<file path="config.mk">
export PLATFORM = sky130hd
export DESIGN_NAME = calc_simd_engine
export DESIGN_NICKNAME = d
export VERILOG_FILES = /design/src/rtl/calc_simd_engine_pkg.sv /design/src/rtl/simd_lane_alu.sv /design/src/rtl/calc_simd_engine.sv
export SDC_FILE = /design/constraint.sdc
export NUM_CORES = 1
export LEC_CHECK = 0
export CAP_MARGIN = 40
export CORE_ASPECT_RATIO = 1.2
export CORE_MARGIN = 2
export CORE_UTILIZATION = 50
export CTS_BUF_LIST = sky130_fd_sc_hd__clkbuf_8 sky130_fd_sc_hd__clkbuf_16
export CTS_CLUSTER_DIAMETER = 50
export DETAILED_ROUTE_END_ITERATION = 16
export DONT_BUFFER_PORTS = 1
export SLEW_MARGIN = 15
export SYNTH_ARGS = -nofsm -noshare
export SYNTH_HDL_FRONTEND = slang
export SYNTH_SLANG_ARGS = --single-unit
export TNS_END_PERCENT = 30
</file>
<file path="constraint.sdc">
create_clock -name i_clk -period 7.05 [get_ports i_clk]
set_clock_uncertainty 0.15 [all_clocks]
set_input_delay 2.115 -clock i_clk [delete_from_list [all_inputs] [get_ports i_clk]]
set_output_delay 2.115 -clock i_clk [all_outputs]
set_load 0.01 [all_outputs]
</file>
<file path="src/rtl/calc_simd_engine_pkg.sv">
// Shared types for the SRAM calculator family: the original scalar FSM
// encoding plus the lane-wise SIMD engine's modes and states.
package calc_simd_engine_pkg;

  localparam int DEF_DATA_W        = 32;
  localparam int DEF_MEM_WORD_SIZE = 64;
  localparam int LANES             = DEF_MEM_WORD_SIZE / DEF_DATA_W;

  typedef enum logic [2:0] {
    CALC_IDLE   = 3'd0,
    CALC_READ_A = 3'd1,
    CALC_READ_B = 3'd2,
    CALC_EXEC   = 3'd3,
    CALC_WRITE  = 3'd4,
    CALC_DONE   = 3'd5
  } state_t;

  typedef enum logic [1:0] {
    ADD_WRAP = 2'b00,
    SUB_WRAP = 2'b01,
    ADD_SAT  = 2'b10,
    SUB_SAT  = 2'b11
  } calc_mode_t;

  typedef enum logic [2:0] {
    S_IDLE   = 3'd0,
    S_READ_A = 3'd1,
    S_WAIT_A = 3'd2,
    S_READ_B = 3'd3,
    S_WAIT_B = 3'd4,
    S_EXEC   = 3'd5,
    S_WRITE  = 3'd6,
    S_END    = 3'd7
  } simd_state_t;

  function automatic int calc_lanes(input int mem_w, input int data_w);
    return mem_w / data_w;
  endfunction

endpackage

</file>
<file path="src/rtl/simd_lane_alu.sv">
// One independent lane: add/sub in wrap or unsigned-saturate form, with the
// carry/borrow reported separately so lanes never couple.
module simd_lane_alu
  import calc_simd_engine_pkg::*;
#(
  parameter int DATA_W = 32
) (
  input  logic [DATA_W-1:0] i_a,
  input  logic [DATA_W-1:0] i_b,
  input  calc_mode_t        i_mode,
  output logic [DATA_W-1:0] o_res,
  output logic              o_ovf
);

  logic [DATA_W:0] w_sum;
  logic [DATA_W:0] w_diff;

  assign w_sum  = {1'b0, i_a} + {1'b0, i_b};
  assign w_diff = {1'b0, i_a} - {1'b0, i_b};

  // Select result and flag; the top bit of the extended sum/diff is carry/borrow.
  always_comb begin
    o_res = w_sum[DATA_W-1:0];
    o_ovf = 1'b0;
    case (i_mode)
      ADD_WRAP: begin
        o_res = w_sum[DATA_W-1:0];
        o_ovf = w_sum[DATA_W];
      end
      SUB_WRAP: begin
        o_res = w_diff[DATA_W-1:0];
        o_ovf = w_diff[DATA_W];
      end
      ADD_SAT: begin
        o_res = w_sum[DATA_W] ? {DATA_W{1'b1}} : w_sum[DATA_W-1:0];
        o_ovf = w_sum[DATA_W];
      end
      SUB_SAT: begin
        o_res = w_diff[DATA_W] ? {DATA_W{1'b0}} : w_diff[DATA_W-1:0];
        o_ovf = w_diff[DATA_W];
      end
      default: begin
        o_res = {DATA_W{1'b0}};
        o_ovf = 1'b0;
      end
    endcase
  end

endmodule

</file>
<file path="src/rtl/calc_simd_engine.sv">
// Streams COUNT operand pairs from a single-port SRAM, applies a lane-wise
// add/sub, and writes each result word back; start/done handshake to the controller.
module calc_simd_engine
  import calc_simd_engine_pkg::*;
#(
  parameter int DATA_W        = 32,
  parameter int MEM_WORD_SIZE = 64,
  parameter int ADDR_W        = 9,
  parameter int RD_LAT        = 1
) (
  input  logic                     i_clk,
  input  logic                     i_rst_n,
  input  logic                     i_start,
  input  logic [1:0]               i_mode,
  input  logic [ADDR_W-1:0]        i_src_a_addr,
  input  logic [ADDR_W-1:0]        i_src_b_addr,
  input  logic [ADDR_W-1:0]        i_dst_addr,
  input  logic [ADDR_W:0]          i_count,
  output logic                     o_busy,
  output logic                     o_done,
  output logic                     o_overflow,
  output logic                     o_mem_read_en,
  output logic                     o_mem_write_en,
  output logic [ADDR_W-1:0]        o_mem_addr,
  output logic [MEM_WORD_SIZE-1:0] o_mem_wdata,
  input  logic [MEM_WORD_SIZE-1:0] i_mem_rdata
);

  localparam int NLANES = calc_lanes(MEM_WORD_SIZE, DATA_W);
  localparam logic [2:0] WAIT_LAST = 3'(RD_LAT - 1);

  simd_state_t              r_state;
  calc_mode_t               r_mode;
  logic [ADDR_W-1:0]        r_src_a;
  logic [ADDR_W-1:0]        r_src_b;
  logic [ADDR_W-1:0]        r_dst;
  logic [ADDR_W:0]          r_count;
  logic [ADDR_W:0]          r_idx;
  logic [2:0]               r_wait;
  logic [MEM_WORD_SIZE-1:0] r_opa;
  logic [MEM_WORD_SIZE-1:0] r_opb;
  logic [MEM_WORD_SIZE-1:0] r_res;
  logic                     r_busy;
  logic                     r_done;
  logic                     r_ovf;
  logic                     r_rd_en;
  logic                     r_wr_en;
  logic [ADDR_W-1:0]        r_addr;

  logic [MEM_WORD_SIZE-1:0] w_res;
  logic [NLANES-1:0]        w_ovf;
  logic [ADDR_W:0]          w_idx_nxt;
  logic [ADDR_W-1:0]        w_b_addr;
  logic [ADDR_W-1:0]        w_d_addr;
  logic [ADDR_W-1:0]        w_a_nxt_addr;

  for (genvar k = 0; k < NLANES; k++) begin : g_lane
    simd_lane_alu #(.DATA_W(DATA_W)) u_alu (
      .i_a    (r_opa[k*DATA_W +: DATA_W]),
      .i_b    (r_opb[k*DATA_W +: DATA_W]),
      .i_mode (r_mode),
      .o_res  (w_res[k*DATA_W +: DATA_W]),
      .o_ovf  (w_ovf[k])
    );
  end

  // Address sums truncate to ADDR_W, so blocks wrap past the last line.
  assign w_idx_nxt    = r_idx + (ADDR_W+1)'(1);
  assign w_b_addr     = r_src_b + r_idx[ADDR_W-1:0];
  assign w_d_addr     = r_dst + r_idx[ADDR_W-1:0];
  assign w_a_nxt_addr = r_src_a + w_idx_nxt[ADDR_W-1:0];

  // Sequencer: every output is a register set on the transition into its state.
  always_ff @(posedge i_clk or negedge i_rst_n) begin
    if (!i_rst_n) begin
      r_state <= S_IDLE;
      r_mode  <= ADD_WRAP;
      r_src_a <= '0;
      r_src_b <= '0;
      r_dst   <= '0;
      r_count <= '0;
      r_idx   <= '0;
      r_wait  <= 3'd0;
      r_opa   <= '0;
      r_opb   <= '0;
      r_res   <= '0;
      r_busy  <= 1'b0;
      r_done  <= 1'b0;
      r_ovf   <= 1'b0;
      r_rd_en <= 1'b0;
      r_wr_en <= 1'b0;
      r_addr  <= '0;
    end else begin
      case (r_state)
        S_IDLE: begin
          if (i_start) begin
            r_mode  <= calc_mode_t'(i_mode);
            r_src_a <= i_src_a_addr;
            r_src_b <= i_src_b_addr;
            r_dst   <= i_dst_addr;
            r_count <= i_count;
            r_idx   <= '0;
            r_ovf   <= 1'b0;
            r_busy  <= 1'b1;
            if (i_count == '0) begin
              r_state <= S_END;
              r_done  <= 1'b1;
            end else begin
              r_state <= S_READ_A;
              r_rd_en <= 1'b1;
              r_addr  <= i_src_a_addr;
            end
          end
        end
        S_READ_A: begin
          r_rd_en <= 1'b0;
          r_wait  <= 3'd0;
          r_state <= S_WAIT_A;
        end
        S_WAIT_A: begin
          if (r_wait == WAIT_LAST) begin
            r_opa   <= i_mem_rdata;
            r_state <= S_READ_B;
            r_rd_en <= 1'b1;
            r_addr  <= w_b_addr;
          end else begin
            r_wait <= r_wait + 3'd1;
          end
        end
        S_READ_B: begin
          r_rd_en <= 1'b0;
          r_wait  <= 3'd0;
          r_state <= S_WAIT_B;
        end
        S_WAIT_B: begin
          if (r_wait == WAIT_LAST) begin
            r_opb   <= i_mem_rdata;
            r_state <= S_EXEC;
          end else begin
            r_wait <= r_wait + 3'd1;
          end
        end
        S_EXEC: begin
          r_res   <= w_res;
          r_ovf   <= r_ovf | (|w_ovf);
          r_state <= S_WRITE;
          r_wr_en <= 1'b1;
          r_addr  <= w_d_addr;
        end
        S_WRITE: begin
          r_wr_en <= 1'b0;
          r_idx   <= w_idx_nxt;
          if (w_idx_nxt == r_count) begin
            r_state <= S_END;
            r_done  <= 1'b1;
          end else begin
            r_state <= S_READ_A;
            r_rd_en <= 1'b1;
            r_addr  <= w_a_nxt_addr;
          end
        end
        S_END: begin
          r_done  <= 1'b0;
          r_busy  <= 1'b0;
          r_state <= S_IDLE;
        end
        default: begin
          r_state <= S_IDLE;
          r_busy  <= 1'b0;
          r_done  <= 1'b0;
          r_rd_en <= 1'b0;
          r_wr_en <= 1'b0;
        end
      endcase
    end
  end

  assign o_busy         = r_busy;
  assign o_done         = r_done;
  assign o_overflow     = r_ovf;
  assign o_mem_read_en  = r_rd_en;
  assign o_mem_write_en = r_wr_en;
  assign o_mem_addr     = r_addr;
  assign o_mem_wdata    = r_res;

endmodule

</file>
Word level (Yosys, flattened, before mapping)
Cells that the tools add are included.
{"block": "classes", "add_sub_neg": 9, "eq_ne": 19, "mux": 37, "bitwise_logic": 1, "reduce_logical": 28}
{"op": "one-hot mux 32 bit (4 select lines)", "count": 2}
{"op": "2-to-1 mux 32 bit", "count": 4}
{"op": "adder 32 x 32 -> 33 bit", "count": 2}
{"op": "subtractor 32 x 32 -> 33 bit", "count": 2}
{"op": "2-to-1 mux 9 bit", "count": 4}
{"op": "one-hot mux 9 bit (4 select lines)", "count": 1}
{"op": "adder 9 bit", "count": 3}
{"op": "one-hot mux 3 bit (8 select lines)", "count": 1}
{"op": "one-hot mux 10 bit (2 select lines)", "count": 1}
{"op": "2-to-1 mux 3 bit", "count": 6}
{"op": "!= test 2 bit (second input constant)", "count": 8}
{"op": "AND reduction 2 bit", "count": 7}
{"op": "== test 3 bit (second input constant)", "count": 4}
{"op": "adder 10 x 1 -> 10 bit (second input constant)", "count": 1}
{"op": "== test 10 bit", "count": 1}
{"op": "zero test 10 bit", "count": 1}
{"op": "2-to-1 mux 10 bit", "count": 1}
{"op": "one-hot mux 1 bit (2 select lines)", "count": 5}
{"op": "AND reduction 5 bit", "count": 2}
{"op": "nonzero test 2 bit", "count": 5}
{"op": "OR reduction 2 bit", "count": 5}
{"op": "2-to-1 mux 1 bit", "count": 9}
{"op": "nonzero test 4 bit", "count": 2}
{"op": "== test 3 x 2 -> 1 bit (second input constant)", "count": 2}
{"op": "13 further kinds", "count": 15}
{"block": "totals", "register_bits": 261, "inputBits": 106, "output_inout_bits": 78}

Depth between registers and ports, before layout
Gate-level depths: netlist (run 1).
{"block": "logic_depth", "depth_word": 6, "mapped_depth": 20, "mapped_depth_nobuf": 18}

Modules after synthesis
From an unflattened synthesis (run 1), not the netlist that was laid out.
{"block": "unflattened", "hier_cells": 2276, "area_unflattened_um2": 19875.3}
{"mod": "calc_simd_engine", "n_inst": 1, "cells_per_inst": 1010, "area_each_um2": 11483.5}
{"mod": "simd_lane_alu at g_lane[1].u_alu", "n_inst": 1, "cells_per_inst": 668, "area_each_um2": 4375.4}
{"mod": "simd_lane_alu at g_lane[0].u_alu", "n_inst": 1, "cells_per_inst": 598, "area_each_um2": 4016.4}

Least setup slack after synthesis (run 1)
OpenSTA, ideal clock, no wires.
{"block": "synth_path", "path_kind": "reg2reg", "from": "reg r_state[2]", "to": "reg r_addr[8] (netlist: o_mem_addr[8])", "setup_ps": 133, "arrival_ps": 3602, "required_time_ps": 6767, "setup_slack_ps": 3165, "stages_incl_launch_ff": 21, "path_buffers": 3, "synth_period_minus_slack_ps": 3885, "cell_sequence": "dfrtp_1 -> clkbuf_1 -> nand2_1 -> nor2_1 -> buf_1 -> clkbuf_1 -> nand2_1 -> nand2_1 -> ha_1 -> fa_1 -> a21o_1 -> a21oi_1 -> o21bai_1 -> a21oi_1 -> o21bai_1 -> a21oi_1 -> xnor2_1 -> o32ai_1 -> a221o_1 -> mux2i_1 -> o21ai_0"}
{"block": "synth_between", "elab_chain_len": 3, "word_cells_on_any_way": 11, "cone_classes": "eq/ne: 7; mux: 1; reduce/logical: 3"}
{"element": "from (decl)", "line": "calc_simd_engine.sv:32", "rtl": "simd_state_t r_state;"}
{"element": "from (signal assigned)", "line": "calc_simd_engine.sv:76", "rtl": "r_state <= S_IDLE;"}
{"element": "from (signal assigned)", "line": "calc_simd_engine.sv:106", "rtl": "r_state <= S_END;"}
{"element": "from (signal assigned)", "line": "calc_simd_engine.sv:109", "rtl": "r_state <= S_READ_A;"}
{"element": "== test 3 bit, or another cell as far along", "line": "calc_simd_engine.sv:94", "rtl": "case (r_state)"}
{"element": "nonzero test 4 bit (no source line) or != test 2 bit (tied branches)"}
{"element": "AND reduction 5 bit (no source line)"}
{"element": "to (signal assigned)", "line": "calc_simd_engine.sv:111", "rtl": "r_addr <= i_src_a_addr;"}
{"element": "to (signal assigned)", "line": "calc_simd_engine.sv:125", "rtl": "r_addr <= w_b_addr;"}
{"element": "to (signal assigned)", "line": "calc_simd_engine.sv:148", "rtl": "r_addr <= w_d_addr;"}
{"element": "to (decl)", "line": "calc_simd_engine.sv:48", "rtl": "logic [ADDR_W-1:0] r_addr;"}
Parallel ways exist; a longest one is shown, timed or not.
A chain may end at the register's enable or synchronous reset.

Worst setup path after layout (run 1)
Ends and elaborated chain as after synthesis.

==> results of run 1 <==
[Yosys cell counts, types with 6 or more instances]
cell,n
dfrtp_1,261
a21oi_1,169
mux2_2,167
nand2_1,155
ha_1,149
inv_1,147
nor2_1,142
o21ai_0,111
xnor2_1,101
clkbuf_1,83
nor3_1,44
nand3_1,36
a21o_1,35
o21bai_1,28
xor2_1,27
o22a_1,26
o22ai_1,25
buf_2,24
nor2b_1,16
o31ai_1,16
a31oi_1,15
and3_1,15
nand2b_1,15
o21a_1,12
or3_1,12
a311oi_1,11
nand4_1,11
nor4_1,11
a211oi_1,10
o221ai_1,9
and2_1,8
o21ai_1,8
buf_1,7
a21boi_0,6
a221o_1,6
a32oi_1,6
fa_1,6
o211ai_1,6
[cell families after synthesis]
logic type | share of synthesized area, %
simple gates | 12.2
buf+inv | 5.49
flops | 34.7
mux | 10.3
fa+ha+maj | 10.5
xor+xnor | 5.96
compound gates | 20.9
[flip-flops by register name, indices dropped and copies added, names as in the netlist]
name / flops
o_mem_wdata: 64
r_opa: 64
r_opb: 64
r_count: 10
r_idx: 10
o_mem_addr: 9
r_dst: 9
r_src_a: 9
r_src_b: 9
r_state: 3
r_wait: 3
r_mode: 2
o_busy: 1
o_done: 1
o_mem_read_en: 1
o_mem_write_en: 1
o_overflow: 1
[routing by layer]
| layer | vias to the layer above | wire length, microns |
|---|---|---|
| li1 | 7214 | - |
| met1 | 7319 | 21400 |
| met2 | 469 | 25100 |
| met3 | 127 | 3650 |
| met4 | 6 | 1840 |
| met5 | - | 46 |
[worst min path at each step]
stage / startpoint / endpoint / slack [ps]
finish: r_idx[9] / r_idx[9] / 360
global route: r_idx[9] / r_idx[9] / 370
CTS: r_idx[9] / r_idx[9] / 360
floorplan: r_idx[9] / r_idx[9] / 320
global placement: r_src_b[3] / r_src_b[3] / 340
detailed placement: r_idx[9] / r_idx[9] / 340
[area by class of cell]
class                           count  area, sq um
Clock buffer                       43         1010
Clock inverter                     17          171
Fill cell                        3435        16600
Inverter                          148          556
Multi-Input combinational cell   1532        11300
Sequential cell                   261         6530
Tap cell                          474          593
Timing Repair Buffer               18          228
[metrics by stage]
step                      instance area (sq um)  setup WS [ps]  hold WS, ps  instances
after floorplan                           18800           3170          320       2057
after global placement                    19000           2700          341       2425
after detailed placement                  19200           2640          341       2433
after CTS                                 20400           2610          357       2493
after global routing                      20400           2180          367       2493
final                                     20400           2570          355       2493
[critical path: cells and delay by family (launching register included)]
kind | cells | cell delay [ps]
xor+xnor | 1 | 270
compound gates | 9 | 1550
simple gates | 4 | 660
flops | 1 | 330
mux | 1 | 140
fa+ha+maj | 2 | 650
buf+inv | 2 | 590
==> PnR_summary.wiki, run 1 <==
{| class="wikitable"
! Metric !! Value
|-
| Final-layout setup total negative slack || 0 ps
|-
| Commonest cells after routing, fill and taps aside || 260 x dfrtp_1, 169 x a21oi_1, 167 x mux2_2
|-
| Detailed-route via count || 15100
|-
| Chain of cells forming the critical path || buf_4 > inv_1 > nor2_1 > nand2_2 > nand2_1 > nand2_1 > ha_1 > fa_1 > a21o_1 > a21oi_1 > o21bai_1 > a21oi_1 > o21bai_1 > a21oi_1 > xnor2_1 > o32ai_1 > a221o_1 > mux2i_1 > o21ai_0
|-
| Total GRT Usage || 26.4%
|-
| Final GP Congestion || 0.936
|-
| CP endpoint kind || register
|-
| R2R cell count || 19
|-
| Share of final-layout standard cells stronger than drive strength 1 || 14.5%
|-
| Starting DRT DRC Count || 960
|-
| CP required || 7280 ps
|-
| Post-CTS Setup Bufs || 0
|-
| Worst setup path category || reg -> reg
|-
| Maximum clock path buffer count || 3
|-
| Crit-path most repeated cell || a21oi_1
|-
| Most used routing layer in global routing || met2
|-
| Half-perimeter wire length of the detailed placement result || 38.1 mm
|-
| Largest fanout on the critical path || 30
|-
| Worst-Skew Late Latency || 520 ps
|-
| Initial antenna violation count || 3
|-
| Worst reg-to-reg setup slack || 2570 ps
|-
| Core footprint || 37000 sq um
|-
| Deepest level of the CTS H-tree || 2
|-
| Post-synthesis area per instance || 9.15 sq um
|-
| Worst slew margin relative to its limit || 45.9%
|-
| Buffers added on ports || 0
|-
| Die Height || 216 microns
|-
| Final layout net count || 2259
|-
| Setup violators final || 0
|-
| Beginning of the worst register-to-register path || r_state[2]
|-
| Number of remaining DRC errors || 0
|-
| Most common cell after layout, fill and taps aside || dfrtp_1
|-
| Initial Utilization || 50.9%
|-
| Number of buffers inserted for hold repair after clock tree synthesis || 0
|-
| Yosys cell types || 93
|-
| Cell at the root of the clock tree || clkbuf_16
|-
| Area of the mapped netlist || 18800 sq um
|-
| Final Slew Violations || 0
|-
| Final wirelength || 52.0 mm
|-
| Nets in the synthesized netlist || 2318
|-
| RSZ-0062 raised after global routing || false
|-
| Worst flop-to-flop path endpoint || o_mem_addr[8]
|-
| Cell type contributing the most total cell area after synthesis || dfrtp_1
|-
| IO Count || 184
|-
| Gate count after technology mapping || 2057
|-
| Run status || completed
|-
| Fmax achieved || 223 MHz
|-
| Count of max-cap constraint violations || 0
|-
| Data arrival at the endpoint of the critical path || 4710 ps
|-
| Global-route track usage on met1 || 32.1%
|-
| Routing usage on met3 || 6.50%
|-
| Synthesis-stage register bit count || 261
|-
| Number of gates resized after cts || 0
|-
| Sequential area share after synthesis || 34.7%
|-
| Standard-cell row count || 77
|-
| DR vias/cell || 6.07
|-
| Final Hold Viols || 0
|-
| Number of detailed-route iterations in the first pass || 7
|-
| Cell depth of the worst min-delay path || 1
|-
| Hold crit path type || reg -> reg
|-
| Total overflow reported by the global router || 0
|-
| Number of enable flip-flop cells after synthesis || 0
|-
| Layout-stage area growth over the synthesis result || 8.30%
|-
| Min cycle time layout || 4480 ps
|-
| Count of nets left with antenna violations after detail routing || 0
|-
| Longest individual stage delay on the worst path || 430 ps
|-
| Global-route met2 utilization || 45.6%
|-
| Via count of the first global-routing pass || 15300
|-
| TritonCTS sink count || 261
|-
| Largest net degree at the start of global routing || 262
|-
| Worst Setup EP || o_mem_addr[8]
|-
| Critical path launch point type || register
|-
| Count of warnings emitted by yosys || 0
|-
| Util after Layout || 55.1%
|-
| Transition time of the tightest slew-check pin || 809 ps
|-
| Fraction of synthesized cell area taken by the top area cell type || 34.7%
|-
| Area enclosed by the die boundary || 39200 sq um
|-
| Clock slew at reported path FFs || 50 ps
|-
| Horiz. Die Dim || 181 microns
|-
| Proportion of synthesized flip-flops having asynchronous set or reset || 100%
|-
| Critical Path Start || r_state[2]
|-
| Routed wire length per instance || 20.9 microns
|-
| Portion of the clock cycle consumed by the worst path in the final layout || 63.5%
|-
| Antenna diode instance count || 0
|-
| CP max-delay cell || fa_1
|-
| Global-route wire length before repair || 83.4 mm
|-
| Synth top area cells || dfrtp_1 35%, mux2_2 10%, ha_1 9.9%, xnor2_1 4.7%, a21oi_1 4.5%
|-
| CTS tree || done
|-
| Prevailing post-synth register cell || dfrtp_1
|-
| Number of CTS-inserted buffers || 37
|}
Power of run 1 is not shown: default switching activity piles up to over one toggle a cycle in this logic, so the estimate is an artifact.
==> run 2, diff against run 1 <==
PLACE_DENSITY = 0.68   (was unset)
clock period = 3.85 ns   (was 7.05 ns; I/O delays follow)
==> PnR_summary.wiki, run 2 (synthesis results as in run 1) <==
{| class="wikitable"
! Metric !! Value
|-
| Run status || completed
|-
| Commonest cells after routing, fill and taps aside || 260 x dfrtp_1, 167 x mux2_2, 166 x a21oi_1
|-
| Global-route wire length before repair || 84.2 mm
|-
| Longest individual stage delay on the worst path || 460 ps
|-
| Detailed-route via count || 15500
|-
| Count of nets left with antenna violations after detail routing || 0
|-
| Layout-stage area growth over the synthesis result || 10.9%
|-
| Min cycle time layout || 3730 ps
|-
| Fmax achieved || 268 MHz
|-
| Most common cell after layout, fill and taps aside || dfrtp_1
|-
| Largest net degree at the start of global routing || 262
|-
| Number of CTS-inserted buffers || 36
|-
| Area enclosed by the die boundary || 39200 sq um
|-
| RSZ-0062 raised after global routing || true
|-
| CTS tree || done
|-
| Final Slew Violations || 0
|-
| Clock slew at reported path FFs || 60 ps
|-
| CP endpoint kind || register
|-
| IO Count || 184
|-
| Crit-path most repeated cell || o311ai_1
|-
| CP required || 4090 ps
|-
| Horiz. Die Dim || 181 microns
|-
| Count of max-cap constraint violations || 0
|-
| Number of remaining DRC errors || 0
|-
| Die Height || 216 microns
|-
| Data arrival at the endpoint of the critical path || 3980 ps
|-
| Hold crit path type || in -> async
|-
| Cell at the root of the clock tree || clkbuf_16
|-
| CP max-delay cell || dfrtp_1
|-
| Critical Path Start || r_opb[33]
|-
| Final wirelength || 52.4 mm
|-
| Total GRT Usage || 26.6%
|-
| Final GP Congestion || 0.935
|-
| Share of final-layout standard cells stronger than drive strength 1 || 17.5%
|-
| Maximum clock path buffer count || 3
|-
| Chain of cells forming the critical path || inv_1 > ha_1 > nor2b_1 > o311ai_1 > buf_4 > a211oi_1 > o31ai_2 > a2111oi_1 > o311ai_1 > a21oi_1 > o31ai_1 > mux2_2 > a211oi_4 > o22ai_2
|-
| Half-perimeter wire length of the detailed placement result || 38.5 mm
|-
| Transition time of the tightest slew-check pin || 950 ps
|-
| Standard-cell row count || 77
|-
| Final Hold Viols || 0
|-
| Worst setup path category || reg -> reg
|-
| Deepest level of the CTS H-tree || 2
|-
| Core footprint || 37000 sq um
|-
| Number of buffers inserted for hold repair after clock tree synthesis || 0
|-
| Length of routed wiring on met1 || 21.1 mm
|-
| Critical path launch point type || register
|-
| Initial Utilization || 50.9%
|-
| Routed wire length per instance || 20.5 microns
|-
| Buffers added on ports || 0
|-
| Final layout net count || 2314
|-
| Largest fanout on the critical path || 5
|-
| TritonCTS sink count || 261
|-
| Total overflow reported by the global router || 0
|-
| Starting DRT DRC Count || 1130
|-
| Setup violators final || 0
|-
| Beginning of the worst register-to-register path || r_opb[33]
|-
| Worst hold slack across all endpoints || 199 ps
|-
| Worst path bufs/invs || 2
|-
| Initial antenna violation count || 1
|-
| Worst slew margin relative to its limit || 36.6%
|-
| Portion of the clock cycle consumed by the worst path in the final layout || 97.0%
|-
| Top metal layer carrying routed signals || met5
|-
| Largest delay contributor family on the critical path || compound AO/OA/AOI/OAI gates
|-
| DR vias/cell || 6.05
|-
| Worst-Skew Late Latency || 530 ps
|-
| Via count of the first global-routing pass || 15600
|-
| Met3 Routed Length || 3.88 mm
|-
| Met2 Routed Length || 25.2 mm
|-
| Number of detailed-route iterations in the first pass || 5
|}
-- run 2: area by class of cell --
cell class / instances / area (sq um)
clock buffer: 42 / 995
timing repair buffer: 74 / 586
clock inverter: 20 / 200
tap: 474 / 593
inverter: 148 / 556
multi-input combinational: 1532 / 11400
antenna: 2 / 5.00
fill: 3283 / 16100
sequential: 261 / 6530
-- run 2: per-stage QoR --
| stage | TNS, ps | utilization (%) | area (sq um) | cells | setup slack (ps) |
|---|---|---|---|---|---|
| finish | 0 | 56.4 | 20900 | 2553 | 115 |
| global route | -55.9 | 56.4 | 20900 | 2551 | -44.8 |
| CTS | 0 | 56.0 | 20700 | 2548 | 42.8 |
| detailed placement | 0 | 52.8 | 19500 | 2486 | 66.9 |
| global placement | 0 | 52.8 | 19500 | 2485 | 126 |
| floorplan | 0 | - | 18800 | 2057 | 11.1 |
-- run 2: timing repair --
item                                    in CTS  in global routing
resized for setup                            0                 23
endpoints found under the setup margin       0                 52
setup buffers                                0                  2
-- run 2: path summary, 6_finish.rpt --
path / to / slack [ps] / depth (start not counted)
max in group asynchronous: r_opa[28] / 2590 / 0
worst max register to register: o_mem_wdata[63] / 120 / 14
min in group i_clk: r_idx[9] / 350 / 1
worst min-delay path: r_opb[40] / 200 / 0
worst max-delay path: o_mem_wdata[63] / 120 / 14
worst min register to register: r_idx[9] / 350 / 1
-- run 2: layer usage --
metal / vias to the layer above / track usage (%)
li1: 7331 / -
met1: 7453 / 32.3
met2: 534 / 45.2
met3: 132 / 6.27
met4: 2 / 11.9
met5: - / 0
Power of run 2 is left out for the same reason.
==> run 3, diff against run 2 <==
SLEW_MARGIN = 40   (was 15)
==> PnR_summary.wiki, run 3 (synthesis results as in run 1) <==
{| class="wikitable"
! Metric !! Value
|-
| Largest net degree at the start of global routing || 262
|-
| RSZ-0062 raised after global routing || true
|-
| Initial Utilization || 50.9%
|-
| Deepest level of the CTS H-tree || 2
|-
| IO Count || 184
|-
| Buffers added on ports || 0
|-
| Standard-cell row count || 77
|-
| Data arrival at the endpoint of the critical path || 3980 ps
|-
| Detailed-route via count || 15500
|-
| Longest individual stage delay on the worst path || 420 ps
|-
| Global-route wire length before repair || 83.7 mm
|-
| Routed wire length per instance || 20.6 microns
|-
| Worst hold slack across all endpoints || 172 ps
|-
| Worst setup timing slack at the placement stage || 43.9 ps
|-
| Area enclosed by the die boundary || 39200 sq um
|-
| Final critical-path setup slack || 136 ps
|-
| Hold crit path type || in -> async
|-
| Number of detailed-route iterations in the first pass || 8
|-
| Final Hold Viols || 0
|-
| Via count of the first global-routing pass || 15500
|-
| Largest fanout on the critical path || 16
|-
| Cell area after placement || 19500 sq um
|-
| Share of final-layout standard cells stronger than drive strength 1 || 18.0%
|-
| CP max-delay cell || fa_1
|-
| Worst setup path category || reg -> reg
|-
| Largest delay contributor family on the critical path || compound AO/OA/AOI/OAI gates
|-
| Critical path launch point type || register
|-
| Util after Layout || 56.7%
|-
| Total overflow reported by the global router || 0
|-
| Number of filler instances in the final layout || 3302
|-
| Most common cell after layout, fill and taps aside || dfrtp_1
|-
| Commonest cells after routing, fill and taps aside || 259 x dfrtp_1, 167 x mux2_2, 164 x a21oi_1
|-
| Final GP Congestion || 0.935
|-
| Count of max-cap constraint violations || 0
|-
| Chain of cells forming the critical path || ha_1 > fa_1 > nor2b_2 > o211ai_2 > a311oi_2 > a311oi_2 > a311o_2 > a31oi_4 > a211oi_4 > nand2b_4 > nand2_8 > o32a_1
|-
| Total GRT Usage || 26.6%
|-
| Number of buffers inserted for hold repair after clock tree synthesis || 0
|-
| Min cycle time layout || 3710 ps
|-
| Layout-stage area growth over the synthesis result || 11.5%
|-
| Worst path bufs/invs || 0
|-
| Horiz. Die Dim || 181 microns
|-
| Half-perimeter wire length of the detailed placement result || 38.4 mm
|-
| Antenna diode instance count || 0
|-
| Final layout net count || 2311
|-
| CTS tree || done
|-
| Core footprint || 37000 sq um
|-
| Fmax achieved || 269 MHz
|-
| Number of remaining DRC errors || 0
|-
| Critical Path Start || r_opb[32]
|-
| Starting DRT DRC Count || 1070
|-
| Beginning of the worst register-to-register path || r_opb[32]
|-
| Initial antenna violation count || 1
|-
| DR vias/cell || 6.06
|-
| Number of CTS-inserted buffers || 36
|-
| Maximum clock path buffer count || 3
|-
| Cell at the root of the clock tree || clkbuf_16
|-
| CP endpoint kind || register
|-
| Count of nets left with antenna violations after detail routing || 0
|-
| Die Height || 216 microns
|-
| Transition time of the tightest slew-check pin || 925 ps
|-
| Clock slew at reported path FFs || 60 ps
|-
| Worst-Skew Late Latency || 550 ps
|-
| Worst slew margin relative to its limit || 38.3%
|-
| Run status || completed
|-
| Crit-path most repeated cell || a311oi_2
|-
| Setup violators final || 0
|-
| Portion of the clock cycle consumed by the worst path in the final layout || 96.5%
|-
| Post-route design area || 21000 sq um
|-
| Final wirelength || 52.5 mm
|-
| Final Slew Violations || 0
|-
| CP required || 4120 ps
|-
| TritonCTS sink count || 261
|}
-- run 3: per-stage QoR --
step | cells | setup TNS (ps)
finish | 2552 | 0
global route | 2552 | -11.3
detailed placement | 2485 | 0
floorplan | 2057 | 0
CTS | 2551 | 0
global placement | 2485 | 0
-- run 3: path summary, 6_finish.rpt --
kind,to,cells past startpoint,slack [ps]
setup / recovery,o_mem_wdata[60],12,140
hold / removal,o_mem_wdata[39],0,170
setup reg to reg,o_mem_wdata[60],12,140
hold reg to reg,r_dst[1],1,360
max in group asynchronous,r_opb[33],0,2570
min in group i_clk,r_dst[1],1,360
-- run 3: area by class of cell --
| cell class | instances | area (sq um) | area share [%] |
|---|---|---|---|
| Timing Repair Buffer | 71 | 566 | 2.70 |
| Multi-Input combinational cell | 1532 | 11400 | 54.4 |
| Sequential cell | 261 | 6530 | 31.2 |
| Clock inverter | 21 | 269 | 1.28 |
| Inverter | 148 | 556 | 2.65 |
| Tap cell | 474 | 593 | 2.83 |
| Clock buffer | 45 | 1040 | 4.94 |
-- run 3: what timing repair did --
action                                  CTS  global route
endpoints found under the setup margin    0            52
gates resized for setup                   0            29
buffers inserted                          0             1
-- run 3: layer usage --
layer | up-vias | global-route usage, % | wire length (microns)
li1 | 7321 | - | -
met1 | 7453 | 32.2 | 21100
met2 | 572 | 45.8 | 25600
met3 | 121 | 6.67 | 3960
met4 | 2 | 10.0 | 1870
met5 | - | 0 | 17
Power of run 3 is left out for the same reason.
